### src/rtl/apb_uart_fifo_if.sv
// rtl/apb_uart_fifo_if.sv - APB slave bus bundle for apb_uart_fifo
interface apb_uart_fifo_if;
  logic [31:0] i_Paddr;
  logic        i_Psel;
  logic        i_Penable;
  logic        i_Pwrite;
  logic [7:0]  i_Pwdata;
  logic        o_Pready;
  logic [7:0]  o_Prdata;

  modport master (
    output i_Paddr, i_Psel, i_Penable, i_Pwrite, i_Pwdata,
    input  o_Pready, o_Prdata
  );

  modport slave (
    input  i_Paddr, i_Psel, i_Penable, i_Pwrite, i_Pwdata,
    output o_Pready, o_Prdata
  );
endinterface

### src/rtl/apb_uart_fifo.sv
// rtl/apb_uart_fifo.sv - APB UART with TX/RX FIFOs, parity, sticky errors, irq (option: UART_LOOPBACK_EN)
module apb_uart_fifo #(
  parameter int CLK_HZ     = 10_000_000,
  parameter int DATA_BITS  = 8,
  parameter int FIFO_DEPTH = 4
) (
  input  logic           i_Pclk,
  input  logic           i_Presetn,
  apb_uart_fifo_if.slave apb,
  input  logic           i_Rx_Serial,
  output logic           o_Tx_Serial,
  output logic           o_Irq
);
  localparam int AW = $clog2(FIFO_DEPTH);
  localparam int PW = AW + 1;
  localparam int D0 = (CLK_HZ + 600) / 1200;
  localparam int D1 = (CLK_HZ + 1200) / 2400;
  localparam int D2 = (CLK_HZ + 2400) / 4800;
  localparam int D3 = (CLK_HZ + 4800) / 9600;
  localparam int D4 = (CLK_HZ + 9600) / 19200;
  localparam int D5 = (CLK_HZ + 19200) / 38400;
  localparam int D6 = (CLK_HZ + 28800) / 57600;
  localparam int D7 = (CLK_HZ + 57600) / 115200;
`ifdef UART_LOOPBACK_EN
  localparam logic [7:0] CTRL_MASK = 8'h7F;
`else
  localparam logic [7:0] CTRL_MASK = 8'h3F;
`endif
  localparam logic [2:0] LAST_BIT = 3'(DATA_BITS - 1);

  typedef enum logic [2:0] {S_IDLE, S_START, S_DATA, S_PARITY, S_STOP} state_t;

  function automatic logic [15:0] div_of(input logic [2:0] sel);
    case (sel)
      3'd0: return 16'(D0);
      3'd1: return 16'(D1);
      3'd2: return 16'(D2);
      3'd3: return 16'(D3);
      3'd4: return 16'(D4);
      3'd5: return 16'(D5);
      3'd6: return 16'(D6);
      default: return 16'(D7);
    endcase
  endfunction

  logic [7:0]           ctrl_q, ctrl_d;
  logic [2:0]           sticky_q, sticky_d;   // {overrun, frame, parity}
  logic [PW-1:0]        tx_wr_q, tx_wr_d, tx_rd_q, tx_rd_d;
  logic [PW-1:0]        rx_wr_q, rx_wr_d, rx_rd_q, rx_rd_d;
  logic [DATA_BITS-1:0] tx_mem_q [FIFO_DEPTH];
  logic [DATA_BITS-1:0] rx_mem_q [FIFO_DEPTH];
  state_t               tx_state_q, tx_state_d, rx_state_q, rx_state_d;
  logic [15:0]          tx_cnt_q, tx_cnt_d, tx_div_q, tx_div_d;
  logic [15:0]          rx_cnt_q, rx_cnt_d, rx_div_q, rx_div_d;
  logic [2:0]           tx_bit_q, tx_bit_d, rx_bit_q, rx_bit_d;
  logic [DATA_BITS-1:0] tx_shift_q, tx_shift_d, rx_shift_q, rx_shift_d;
  logic                 tx_par_q, tx_par_d, tx_par_en_q, tx_par_en_d;
  logic                 tx_two_q, tx_two_d, tx_stop2_q, tx_stop2_d;
  logic                 rx_par_en_q, rx_par_en_d, rx_odd_q, rx_odd_d;
  logic                 rx_bad_q, rx_bad_d;
  logic                 rx_s1_q, rx_s2_q, rx_s3_q;
  logic                 tx_empty, tx_full, rx_empty, rx_full, tx_busy;
  logic                 access, tx_push, tx_pop, rx_push, rx_pop, ctrl_wr, status_rd;
  logic                 tx_tick, rx_tick, rx_mid, tx_line, rx_in;
  logic [2:0]           err_set;
  logic [7:0]           status;
  logic                 unused_bits;

  assign unused_bits = ^{apb.i_Paddr[29:0], apb.i_Pwdata};
  assign access   = apb.i_Psel & apb.i_Penable;
  assign tx_empty = (tx_wr_q == tx_rd_q);
  assign tx_full  = (tx_wr_q[AW] != tx_rd_q[AW]) && (tx_wr_q[AW-1:0] == tx_rd_q[AW-1:0]);
  assign rx_empty = (rx_wr_q == rx_rd_q);
  assign rx_full  = (rx_wr_q[AW] != rx_rd_q[AW]) && (rx_wr_q[AW-1:0] == rx_rd_q[AW-1:0]);
  assign tx_busy  = (tx_state_q != S_IDLE);
  assign status   = {tx_busy, sticky_q, rx_full, rx_empty, tx_full, tx_empty};
  assign o_Irq    = !rx_empty || (sticky_q != 3'b000);

`ifdef UART_LOOPBACK_EN
  assign rx_in       = ctrl_q[6] ? tx_line : i_Rx_Serial;
  assign o_Tx_Serial = ctrl_q[6] ? 1'b1 : tx_line;
`else
  assign rx_in       = i_Rx_Serial;
  assign o_Tx_Serial = tx_line;
`endif

  // APB decode: ready/wait states, read mux, push/pop and register strobes
  always_comb begin
    apb.o_Pready = 1'b0;
    apb.o_Prdata = 8'h00;
    tx_push = 1'b0;
    rx_pop = 1'b0;
    ctrl_wr = 1'b0;
    status_rd = 1'b0;
    if (access) begin
      case (apb.i_Paddr[31:30])
        2'b00: begin
          apb.o_Pready = 1'b1;
          ctrl_wr = apb.i_Pwrite;
          status_rd = !apb.i_Pwrite;
          if (!apb.i_Pwrite) apb.o_Prdata = status;
        end
        2'b01: begin
          // a pop in the same cycle frees the slot, so a full FIFO need not stall
          apb.o_Pready = !apb.i_Pwrite || !tx_full || tx_pop;
          tx_push = apb.i_Pwrite && apb.o_Pready;
        end
        2'b10: begin
          apb.o_Pready = apb.i_Pwrite || !rx_empty;
          rx_pop = !apb.i_Pwrite && !rx_empty;
          if (rx_pop) apb.o_Prdata = 8'(rx_mem_q[rx_rd_q[AW-1:0]]);
        end
        default: begin
          apb.o_Pready = 1'b1;
          if (!apb.i_Pwrite) apb.o_Prdata = ctrl_q;
        end
      endcase
    end
  end

  // Register, pointer and sticky-flag next state; error set wins over read-clear
  always_comb begin
    ctrl_d   = ctrl_wr ? (apb.i_Pwdata & CTRL_MASK) : ctrl_q;
    sticky_d = (status_rd ? 3'b000 : sticky_q) | err_set;
    tx_wr_d  = tx_wr_q + PW'(tx_push);
    tx_rd_d  = tx_rd_q + PW'(tx_pop);
    rx_wr_d  = rx_wr_q + PW'(rx_push);
    rx_rd_d  = rx_rd_q + PW'(rx_pop);
  end

  // TX next state: frame settings captured when a byte is taken from the FIFO
  always_comb begin
    tx_state_d = tx_state_q;
    tx_div_d   = tx_div_q;
    tx_bit_d   = tx_bit_q;
    tx_shift_d = tx_shift_q;
    tx_par_d   = tx_par_q;
    tx_par_en_d = tx_par_en_q;
    tx_two_d   = tx_two_q;
    tx_stop2_d = tx_stop2_q;
    tx_pop     = 1'b0;
    tx_tick    = (tx_cnt_q == tx_div_q - 16'd1);
    tx_cnt_d   = tx_tick ? 16'd0 : tx_cnt_q + 16'd1;
    case (tx_state_q)
      S_IDLE: begin
        tx_cnt_d = 16'd0;
        if (!tx_empty) begin
          tx_pop      = 1'b1;
          tx_shift_d  = tx_mem_q[tx_rd_q[AW-1:0]];
          tx_par_d    = (^tx_mem_q[tx_rd_q[AW-1:0]]) ^ ctrl_q[4];
          tx_div_d    = div_of(ctrl_q[2:0]);
          tx_par_en_d = ctrl_q[3];
          tx_two_d    = ctrl_q[5];
          tx_stop2_d  = 1'b0;
          tx_bit_d    = 3'd0;
          tx_state_d  = S_START;
        end
      end
      S_START: if (tx_tick) tx_state_d = S_DATA;
      S_DATA: if (tx_tick) begin
        tx_shift_d = tx_shift_q >> 1;
        tx_bit_d   = tx_bit_q + 3'd1;
        if (tx_bit_q == LAST_BIT) tx_state_d = tx_par_en_q ? S_PARITY : S_STOP;
      end
      S_PARITY: if (tx_tick) tx_state_d = S_STOP;
      default: if (tx_tick) begin
        if (tx_two_q && !tx_stop2_q) tx_stop2_d = 1'b1;
        else tx_state_d = S_IDLE;
      end
    endcase
  end

  // TX line drive from the current state
  always_comb begin
    case (tx_state_q)
      S_START:  tx_line = 1'b0;
      S_DATA:   tx_line = tx_shift_q[0];
      S_PARITY: tx_line = tx_par_q;
      default:  tx_line = 1'b1;
    endcase
  end

  // RX next state: mid-bit sampling, errors and overrun resolved at the stop bit
  always_comb begin
    rx_state_d  = rx_state_q;
    rx_div_d    = rx_div_q;
    rx_bit_d    = rx_bit_q;
    rx_shift_d  = rx_shift_q;
    rx_par_en_d = rx_par_en_q;
    rx_odd_d    = rx_odd_q;
    rx_bad_d    = rx_bad_q;
    rx_push     = 1'b0;
    err_set     = 3'b000;
    rx_tick     = (rx_cnt_q == rx_div_q - 16'd1);
    rx_mid      = (rx_cnt_q == (rx_div_q >> 1));
    rx_cnt_d    = rx_cnt_q + 16'd1;
    case (rx_state_q)
      S_IDLE: begin
        rx_cnt_d = 16'd0;
        if (rx_s3_q && !rx_s2_q) begin
          rx_div_d    = div_of(ctrl_q[2:0]);
          rx_par_en_d = ctrl_q[3];
          rx_odd_d    = ctrl_q[4];
          rx_bad_d    = 1'b0;
          rx_bit_d    = 3'd0;
          rx_state_d  = S_START;
        end
      end
      S_START: if (rx_mid) begin
        rx_cnt_d   = 16'd0;
        rx_state_d = rx_s2_q ? S_IDLE : S_DATA;
      end
      S_DATA: if (rx_tick) begin
        rx_cnt_d   = 16'd0;
        rx_shift_d = {rx_s2_q, rx_shift_q[DATA_BITS-1:1]};
        rx_bit_d   = rx_bit_q + 3'd1;
        if (rx_bit_q == LAST_BIT) rx_state_d = rx_par_en_q ? S_PARITY : S_STOP;
      end
      S_PARITY: if (rx_tick) begin
        rx_cnt_d   = 16'd0;
        rx_bad_d   = rx_s2_q != ((^rx_shift_q) ^ rx_odd_q);
        rx_state_d = S_STOP;
      end
      default: if (rx_tick) begin
        rx_state_d = S_IDLE;
        err_set[0] = rx_bad_q;
        err_set[1] = !rx_s2_q;
        if (!rx_bad_q && rx_s2_q) begin
          err_set[2] = rx_full;
          rx_push    = !rx_full;
        end
      end
    endcase
  end

  // State registers with synchronous active-low reset
  always_ff @(posedge i_Pclk) begin
    if (!i_Presetn) begin
      ctrl_q <= 8'h07;       sticky_q <= '0;
      tx_wr_q <= '0;         tx_rd_q <= '0;       rx_wr_q <= '0;      rx_rd_q <= '0;
      tx_state_q <= S_IDLE;  tx_cnt_q <= '0;      tx_div_q <= 16'(D7); tx_bit_q <= '0;
      tx_shift_q <= '0;      tx_par_q <= 1'b0;    tx_par_en_q <= 1'b0;
      tx_two_q <= 1'b0;      tx_stop2_q <= 1'b0;
      rx_state_q <= S_IDLE;  rx_cnt_q <= '0;      rx_div_q <= 16'(D7); rx_bit_q <= '0;
      rx_shift_q <= '0;      rx_par_en_q <= 1'b0; rx_odd_q <= 1'b0;   rx_bad_q <= 1'b0;
      rx_s1_q <= 1'b1;       rx_s2_q <= 1'b1;     rx_s3_q <= 1'b1;
    end else begin
      ctrl_q <= ctrl_d;          sticky_q <= sticky_d;
      tx_wr_q <= tx_wr_d;        tx_rd_q <= tx_rd_d;       rx_wr_q <= rx_wr_d;    rx_rd_q <= rx_rd_d;
      tx_state_q <= tx_state_d;  tx_cnt_q <= tx_cnt_d;     tx_div_q <= tx_div_d;  tx_bit_q <= tx_bit_d;
      tx_shift_q <= tx_shift_d;  tx_par_q <= tx_par_d;     tx_par_en_q <= tx_par_en_d;
      tx_two_q <= tx_two_d;      tx_stop2_q <= tx_stop2_d;
      rx_state_q <= rx_state_d;  rx_cnt_q <= rx_cnt_d;     rx_div_q <= rx_div_d;  rx_bit_q <= rx_bit_d;
      rx_shift_q <= rx_shift_d;  rx_par_en_q <= rx_par_en_d; rx_odd_q <= rx_odd_d; rx_bad_q <= rx_bad_d;
      rx_s1_q <= rx_in;          rx_s2_q <= rx_s1_q;       rx_s3_q <= rx_s2_q;
    end
  end

  // FIFO storage; contents beyond the pointers are don't-care so no reset
  always_ff @(posedge i_Pclk) begin
    if (tx_push) tx_mem_q[tx_wr_q[AW-1:0]] <= apb.i_Pwdata[DATA_BITS-1:0];
    if (rx_push) rx_mem_q[rx_wr_q[AW-1:0]] <= rx_shift_q;
  end
endmodule

### src/flat_wrapper.sv
// flat-port wrapper written by rule: the top's interface ports become plain ports
module apb_uart_fifo_flat 
#(
  parameter int CLK_HZ     = 10_000_000,
  parameter int DATA_BITS  = 8,
  parameter int FIFO_DEPTH = 4
)
  (i_Pclk, i_Presetn, i_Rx_Serial, o_Tx_Serial, o_Irq, apb_i_Paddr, apb_i_Psel, apb_i_Penable, apb_i_Pwrite, apb_i_Pwdata, apb_o_Pready, apb_o_Prdata);
  apb_uart_fifo_if apb_i ();
  input  logic i_Pclk;
  input  logic i_Presetn;
  input  logic i_Rx_Serial;
  output logic o_Tx_Serial;
  output logic o_Irq;
  input wire logic [$bits(apb_i.i_Paddr)-1:0] apb_i_Paddr;
  input wire logic [$bits(apb_i.i_Psel)-1:0] apb_i_Psel;
  input wire logic [$bits(apb_i.i_Penable)-1:0] apb_i_Penable;
  input wire logic [$bits(apb_i.i_Pwrite)-1:0] apb_i_Pwrite;
  input wire logic [$bits(apb_i.i_Pwdata)-1:0] apb_i_Pwdata;
  output wire logic [$bits(apb_i.o_Pready)-1:0] apb_o_Pready;
  output wire logic [$bits(apb_i.o_Prdata)-1:0] apb_o_Prdata;
  assign apb_i.i_Paddr = apb_i_Paddr;
  assign apb_i.i_Psel = apb_i_Psel;
  assign apb_i.i_Penable = apb_i_Penable;
  assign apb_i.i_Pwrite = apb_i_Pwrite;
  assign apb_i.i_Pwdata = apb_i_Pwdata;
  assign apb_o_Pready = apb_i.o_Pready;
  assign apb_o_Prdata = apb_i.o_Prdata;
  apb_uart_fifo #(.CLK_HZ(CLK_HZ), .DATA_BITS(DATA_BITS), .FIFO_DEPTH(FIFO_DEPTH)) u_core (.i_Pclk(i_Pclk), .i_Presetn(i_Presetn), .apb(apb_i), .i_Rx_Serial(i_Rx_Serial), .o_Tx_Serial(o_Tx_Serial), .o_Irq(o_Irq));
endmodule
### config.mk
export PLATFORM = sky130hd
export DESIGN_NAME = apb_uart_fifo_flat
export DESIGN_NICKNAME = d
export VERILOG_FILES = /design/src/rtl/apb_uart_fifo_if.sv /design/src/rtl/apb_uart_fifo.sv /design/src/flat_wrapper.sv
export SDC_FILE = /design/constraint.sdc
export NUM_CORES = 1
export LEC_CHECK = 0
export ABC_AREA = 1
export ABC_CLOCK_PERIOD_IN_PS = 3050
export BUFFER_PORTS_ARGS = -buffer_cell sky130_fd_sc_hd__buf_2
export CAP_MARGIN = 10
export CORE_AREA = 2 2 118 142
export DETAILED_ROUTE_END_ITERATION = 7
export DIE_AREA = 0 0 120 144
export HOLD_SLACK_MARGIN = 0.08
export PLACE_DENSITY = 0.84
export SLEW_MARGIN = 5
export SYNTH_ARGS = -nofsm -noshare
export SYNTH_HDL_FRONTEND = slang
export SYNTH_SLANG_ARGS = --single-unit
### constraint.sdc
create_clock -name i_Pclk -period 3.05 [get_ports i_Pclk]
set_input_delay 0.305 -clock i_Pclk [delete_from_list [all_inputs] [get_ports i_Pclk]]
set_output_delay 0.305 -clock i_Pclk [all_outputs]
set_load 0.02 [all_outputs]
* After elaboration in Yosys (flattened, before gate mapping) *
Memory sizes are Yosys's and may differ from the RTL's. A register that Yosys moved wholly into a read port is not among the register bits.
Cells that the tools add are included.

storage, ports and cells
  flip-flop bits (word level) = 123
  RAM bits = 64
  input port bits = 46
  word-level logic and storage cells = 196
  memories = 2

cells by class
  add/subtract/negate cells = 10
  equal/unequal tests = 37
  mux-type cells = 69
  bitwise logic cells = 7
  reduce and logical (&&, ||, !) cells = 45

memory list
  name             depth  bits a word  read ports  clocked after memory_dff  write ports  line                 RTL
  u_core.rx_mem_q  4      8            1           1                         1            apb_uart_fifo.sv:51  logic [DATA_BITS-1:0] rx_mem_q [FIFO_DEPTH];
  u_core.tx_mem_q  4      8            1           1                         1            apb_uart_fifo.sv:50  logic [DATA_BITS-1:0] tx_mem_q [FIFO_DEPTH];

operators with widths
  kind                                                                     count
  14-bit case mux with 7 select lines                                      1
  3-bit 2-to-1 mux                                                         22
  16-bit case mux with 3 select lines                                      1
  8-bit 2-to-1 mux                                                         5
  16-bit by 1-bit adder with 16-bit output, second input constant          2
  16-bit equality test                                                     2
  16-bit 2-to-1 mux                                                        2
  16-bit by 1-bit subtractor with 16-bit output, second input constant     2
  1-bit 2-to-1 mux                                                         24
  3-bit case mux with 4 select lines                                       2
  8-bit case mux with 3 select lines                                       1
  3-bit by 2-bit equality test with 1-bit output, second input constant    6
  2-bit by 1-bit inequality test with 1-bit output, second input constant  9
  16-bit by 15-bit equality test with 1-bit output                         1
  8-bit case mux with 2 select lines                                       1
  8-bit parity                                                             2
  3-bit equality test, second input constant                               5
  3-bit by 1-bit adder with 3-bit output                                   4
  3-bit case mux with 2 select lines                                       2
  2-bit nonzero test                                                       5
  3-bit by 1-bit equality test with 1-bit output, second input constant    3
  3-bit zero test                                                          3
  3-bit AND reduction                                                      3
  3-bit nonzero test                                                       3
  27 further kinds                                                         57

* Logic depth before layout (Yosys ltp) *
  depth after elaboration = 10
  depth in mapped cells = 17
  mapped depth without buffers = 17

* Least setup slack after synthesis *
OpenSTA, ideal clock, no wires.

  path kind = flip-flop to flip-flop
  start point = register u_core.rx_div_q[0]
  end point = memory u_core.rx_mem_q[0][0] (enable)
  data arrival time = 2340 ps
  path slack = 327 ps
  cell stages (with the launch flop) = 16
  path buffers = 0
  period minus slack after synthesis = 2723 ps
  cells stage by stage = dfxtp_1 -> inv_1 -> ha_1 -> inv_1 -> nand2_1 -> nand2_1 -> nand2_1 -> nor2_1 -> nand3_1 -> nor2_1 -> nand3_1 -> nor2_4 -> nand3_4 -> nor3_4 -> inv_2 -> nor3_1

on the way
  longest elaborated chain between the ends = 6

RTL lines
  element                                        line                  RTL
  from (decl)                                    apb_uart_fifo.sv:54   logic [15:0] rx_cnt_q, rx_cnt_d, rx_div_q, rx_div_d;
  from (signal assigned)                         apb_uart_fifo.sv:253  rx_state_q <= rx_state_d; rx_cnt_q <= rx_cnt_d; rx_div_q <= rx_div_d; rx_bit_q <= rx_bit_d;
  16-bit by 1-bit subtractor with 16-bit output  apb_uart_fifo.sv:194  rx_tick = (rx_cnt_q == rx_div_q - 16'd1);
  16-bit equality test                           apb_uart_fifo.sv:194
  1-bit 2-to-1 mux                               apb_uart_fifo.sv:224  default: if (rx_tick) begin
  1-bit 2-to-1 mux                               apb_uart_fifo.sv:197  case (rx_state_q)
  1-bit 2-to-1 mux                               apb_uart_fifo.sv:262  if (rx_push) rx_mem_q[rx_wr_q[AW-1:0]] <= rx_shift_q;
  1-bit 2-to-1 mux (implied by the code)         apb_uart_fifo.sv:262
  to (decl)                                      apb_uart_fifo.sv:51

No other way between the ends.

* Final worst setup path *
  start point = register u_core.rx_div_q[1]
  end point = memory u_core.rx_mem_q[2][5] (enable)

Same word-level chain as after synthesis.

==> results.md <==
* Status: finished clean
* Placed cells at 1399
* Max IR drop VDD at around 0.00048 V
* Most common library cell in the layout ignoring fill and taps: nand2_1
* Post-synthesis sequential area ratio at 45.9%
* Largest family of logic cells by synthesized area: simple AND/OR/NAND/NOR gates
* Vias in the first global route at between 7000 and 8000
* Max-cap viol count at 0
* Critical Path End Type: flip-flop
* PostCTS Resize Cnt at 0
* Xor and xnor area share after synthesis at about 6.4%
* Die W at around 120 um
* Synth Area per Inst at around 8 sq um
* Global-route wire length before repair at approximately 33 mm
* Final Hold Fails at 0
* Syn nets at ~1200
* Routed vias at between 7000 and 8000
* Flop and latch count out of synthesis at roughly 180
* Crit start category: flip-flop
* GR Layer Usage met2 at a little over two fifths
* Final HPWL DP at around 14 mm
* Final setup viols at 0
* Initial antenna violation count at 0
* Leakage at ~0.0043 uW
* Skew final at 11.7 ps
* Setup Crit Path Kind: flip-flop to flip-flop
* Root Driver: clkbuf_16
* Met1 usage at between 20% and 30%
* Setup TNS Final at 0 ps
* Total track usage at between 20% and 30%
* Slew at the pin closest to its max-slew limit at 866 ps
* Mapped Area at roughly 9400 sq um
* H-tree levels at 4
* Ratio of cells with drive above 1 in the final layout at between 10% and 20%
* Post-Synth Simple-Gate Area at between 20 and 30%
* CP max-delay cell: dfxtp_1
* RSZ-0062 raised after global routing: no
* Max Transition Viols Final at 0
* Gr ovfl total at 0
* Max incr delay on CP at approximately 340 ps
* CTS buffer count at 17
* Port bufs at 26
* Post-synthesis mux area share at 0%
* GPL Wtd Cong at approximately 0.94
* Area growth, synth to finish at 10.0%
* Final std cells w/o fill at approximately 1400
* Synth Area in Compound Gates at roughly a tenth
* Drc violations at 0
* WL/cell at approximately 14 um
* Die height at about 140 um
* Worst path most repeated cell: nand2_1
* Placement Rows at 51
* Clk buf depth at 2
* Critical Path AT at 2940 ps
* Achievable frequency at roughly 360 MHz
* Die ar. at ~17000 sq um
* Area share of fa/ha/maj cells after synthesis at around 2.7%
* CTS tree: built
* Met3 usage at under 10%
* Ports at 57
* Initial drt markers at 550
* Pwr dens at between 600 and 700 nW/um^2
* Worst path cell trace: inv_1 > ha_1 > nand2_2 > nor2_4 > nand2_1 > nand2_1 > nand2_1 > nand2_1 > nand2_1 > nor2_4 > nand3_4 > nor3_4 > inv_2 > nor3_1 > buf_4
* Clock Latency Late Sink at between 400 and 500 ps
* Core area at 16000 sq um
* Async SR Flop Fraction at 0%
* Largest net degree at the start of global routing at 36
* Routed Antenna Nets at 0
* N_diodes at 0
* Starting Density at roughly 59%
* Worst-path clk slew at roughly 70 ps
* Critical Path RT at around 3200 ps
* Final Net Count at between 1000 and 1500
* 1st-pass router iterations at 5
* Min Tclk post-route at roughly 2800 ps
* CTS Sinks at roughly 180
* Synth Flop Type: dfxtp_1
* GR peak layer: met2
* Commonest non-fill, non-tap cells in the layout: nand2_1, nor2_1, dfxtp_1
* Mapped Cells at ~1200
* Yosys warning count at 0
* Min-Delay Path Class: input port to flip-flop
* Total Wirelength at 19.7 mm
* EDFF count, synth at 64
* Worst relative slew slack at 41.8%
* Crit path max fanout at 9
* Fin crit share at roughly nine tenths
* DR vias/cell at roughly 5.4
* Netlist cell types at slightly above 50
[path summary, 6_finish.rpt]
kind / to / depth (start not counted) / from / slack, ps
worst min-delay path: u_core.tx_mem_q[2][7] / 1 / apb_i_Pwdata[7] / 90
worst min register to register: u_core.rx_s2_q / 1 / u_core.rx_s1_q / 420
worst max-delay path: u_core.rx_mem_q[2][5] / 15 / u_core.rx_div_q[1] / 260
worst max register to register: u_core.rx_mem_q[2][5] / 15 / u_core.rx_div_q[1] / 260
[per-stage QoR]
step	total power, uW	cell area [sq um]	setup WS, ps	hold WS, ps	util, %
final	7070	10300	256	89.8	64.4
after floorplan	4540	9370	327	393	-
after detailed placement	4920	9700	371	410	60.6
after global routing	7520	10300	63.0	84.4	64.4
after CTS	7100	10300	274	84.0	64.4
after global placement	4850	9700	409	404	60.6
[worst max-delay path, delay by kind of cell, from the launching register on]
| kind | cells | cell delay (ps) |
|---|---|---|
| DFF | 1 | 340 |
| buffers and inverters | 3 | 410 |
| adders and majority gates | 1 | 280 |
| and+or+nand+nor | 11 | 1490 |
[what timing repair did]
item / CTS / global route
setup buffers: 0 / 0
hold buffers: 2 / 0
hold endpoints to repair: 5 / 0
endpoints found under the setup margin: 0 / 0
[where the power goes]
group	total [uW]	internal, uW	switching (uW)
clock	2180	1110	1070
combinational	1930	653	1270
sequential	2960	2730	228
[cell type report]
class                   instances  area, sq um
inverters                     122          458
fillers                      1290         5710
multi-input cells             840         4420
clock buffers                  18          429
repair buffers                 44          270
well taps                     212          265
flip-flops and latches        183         4300
clock inverters                14          163
[kinds of logic (layout without fill, tap and decap cells)]
logic type,after synthesis,after routing
simple gates,575,575
xor+xnor,69,69
buf+inv,159,198
compound gates,176,176
flops,183,183
fa+ha+maj,20,20
[per-layer routing]
| metal | vias to the layer above | part of all wire [%] |
|---|---|---|
| met2 | 186 | 51 |
| li1 | 3926 | - |
| met5 | - | 0 |
| met4 | 0 | 1.5 |
| met1 | 3573 | 42 |
| met3 | 30 | 4.9 |
[registers in the layout, summed over array words and instances (netlist names), 3 cells and up]
signal,flops
u_core.rx_mem_q,32
u_core.tx_mem_q,32
u_core.rx_bit_q,3
u_core.tx_state_q,3
u_core.sticky_q,3
u_core.rx_div_q,14
u_core.tx_rd_q,3
u_core.tx_bit_q,3
u_core.ctrl_q,6
u_core.rx_rd_q,3
u_core.tx_div_q,14
u_core.tx_shift_q,8
u_core.tx_wr_q,3
u_core.rx_shift_q,8
u_core.rx_cnt_q,16
u_core.tx_cnt_q,16
u_core.rx_wr_q,3
u_core.rx_state_q,3
[Yosys cell counts, types with 4 or more instances]
| cell | count | area share [%] |
|---|---|---|
| nand4_1 | 8 | 0.53 |
| o21ai_1 | 5 | 0.27 |
| o22ai_1 | 14 | 0.93 |
| nand3b_1 | 4 | 0.32 |
| dfxtp_1 | 119 | 25 |
| nor2_4 | 6 | 0.72 |
| o211ai_1 | 5 | 0.40 |
| edfxtp_1 | 64 | 21 |
| buf_2 | 7 | 0.37 |
| nor3b_1 | 7 | 0.56 |
| clkbuf_1 | 23 | 0.92 |
| o21ai_0 | 72 | 3.8 |
| nor2_1 | 148 | 5.9 |
| nand2_1 | 261 | 10 |
| a32oi_1 | 4 | 0.37 |
| ha_1 | 20 | 2.7 |
| nor3_1 | 19 | 1.0 |
| a211oi_1 | 6 | 0.48 |
| inv_1 | 118 | 4.7 |
| a21oi_1 | 59 | 3.2 |
| nor2_2 | 19 | 1.3 |
| nand2_2 | 8 | 0.53 |
| nand3_1 | 80 | 4.3 |
| xor2_1 | 40 | 3.7 |
| xnor2_1 | 29 | 2.7 |
Note: power is estimated with default switching activity, not from simulation.
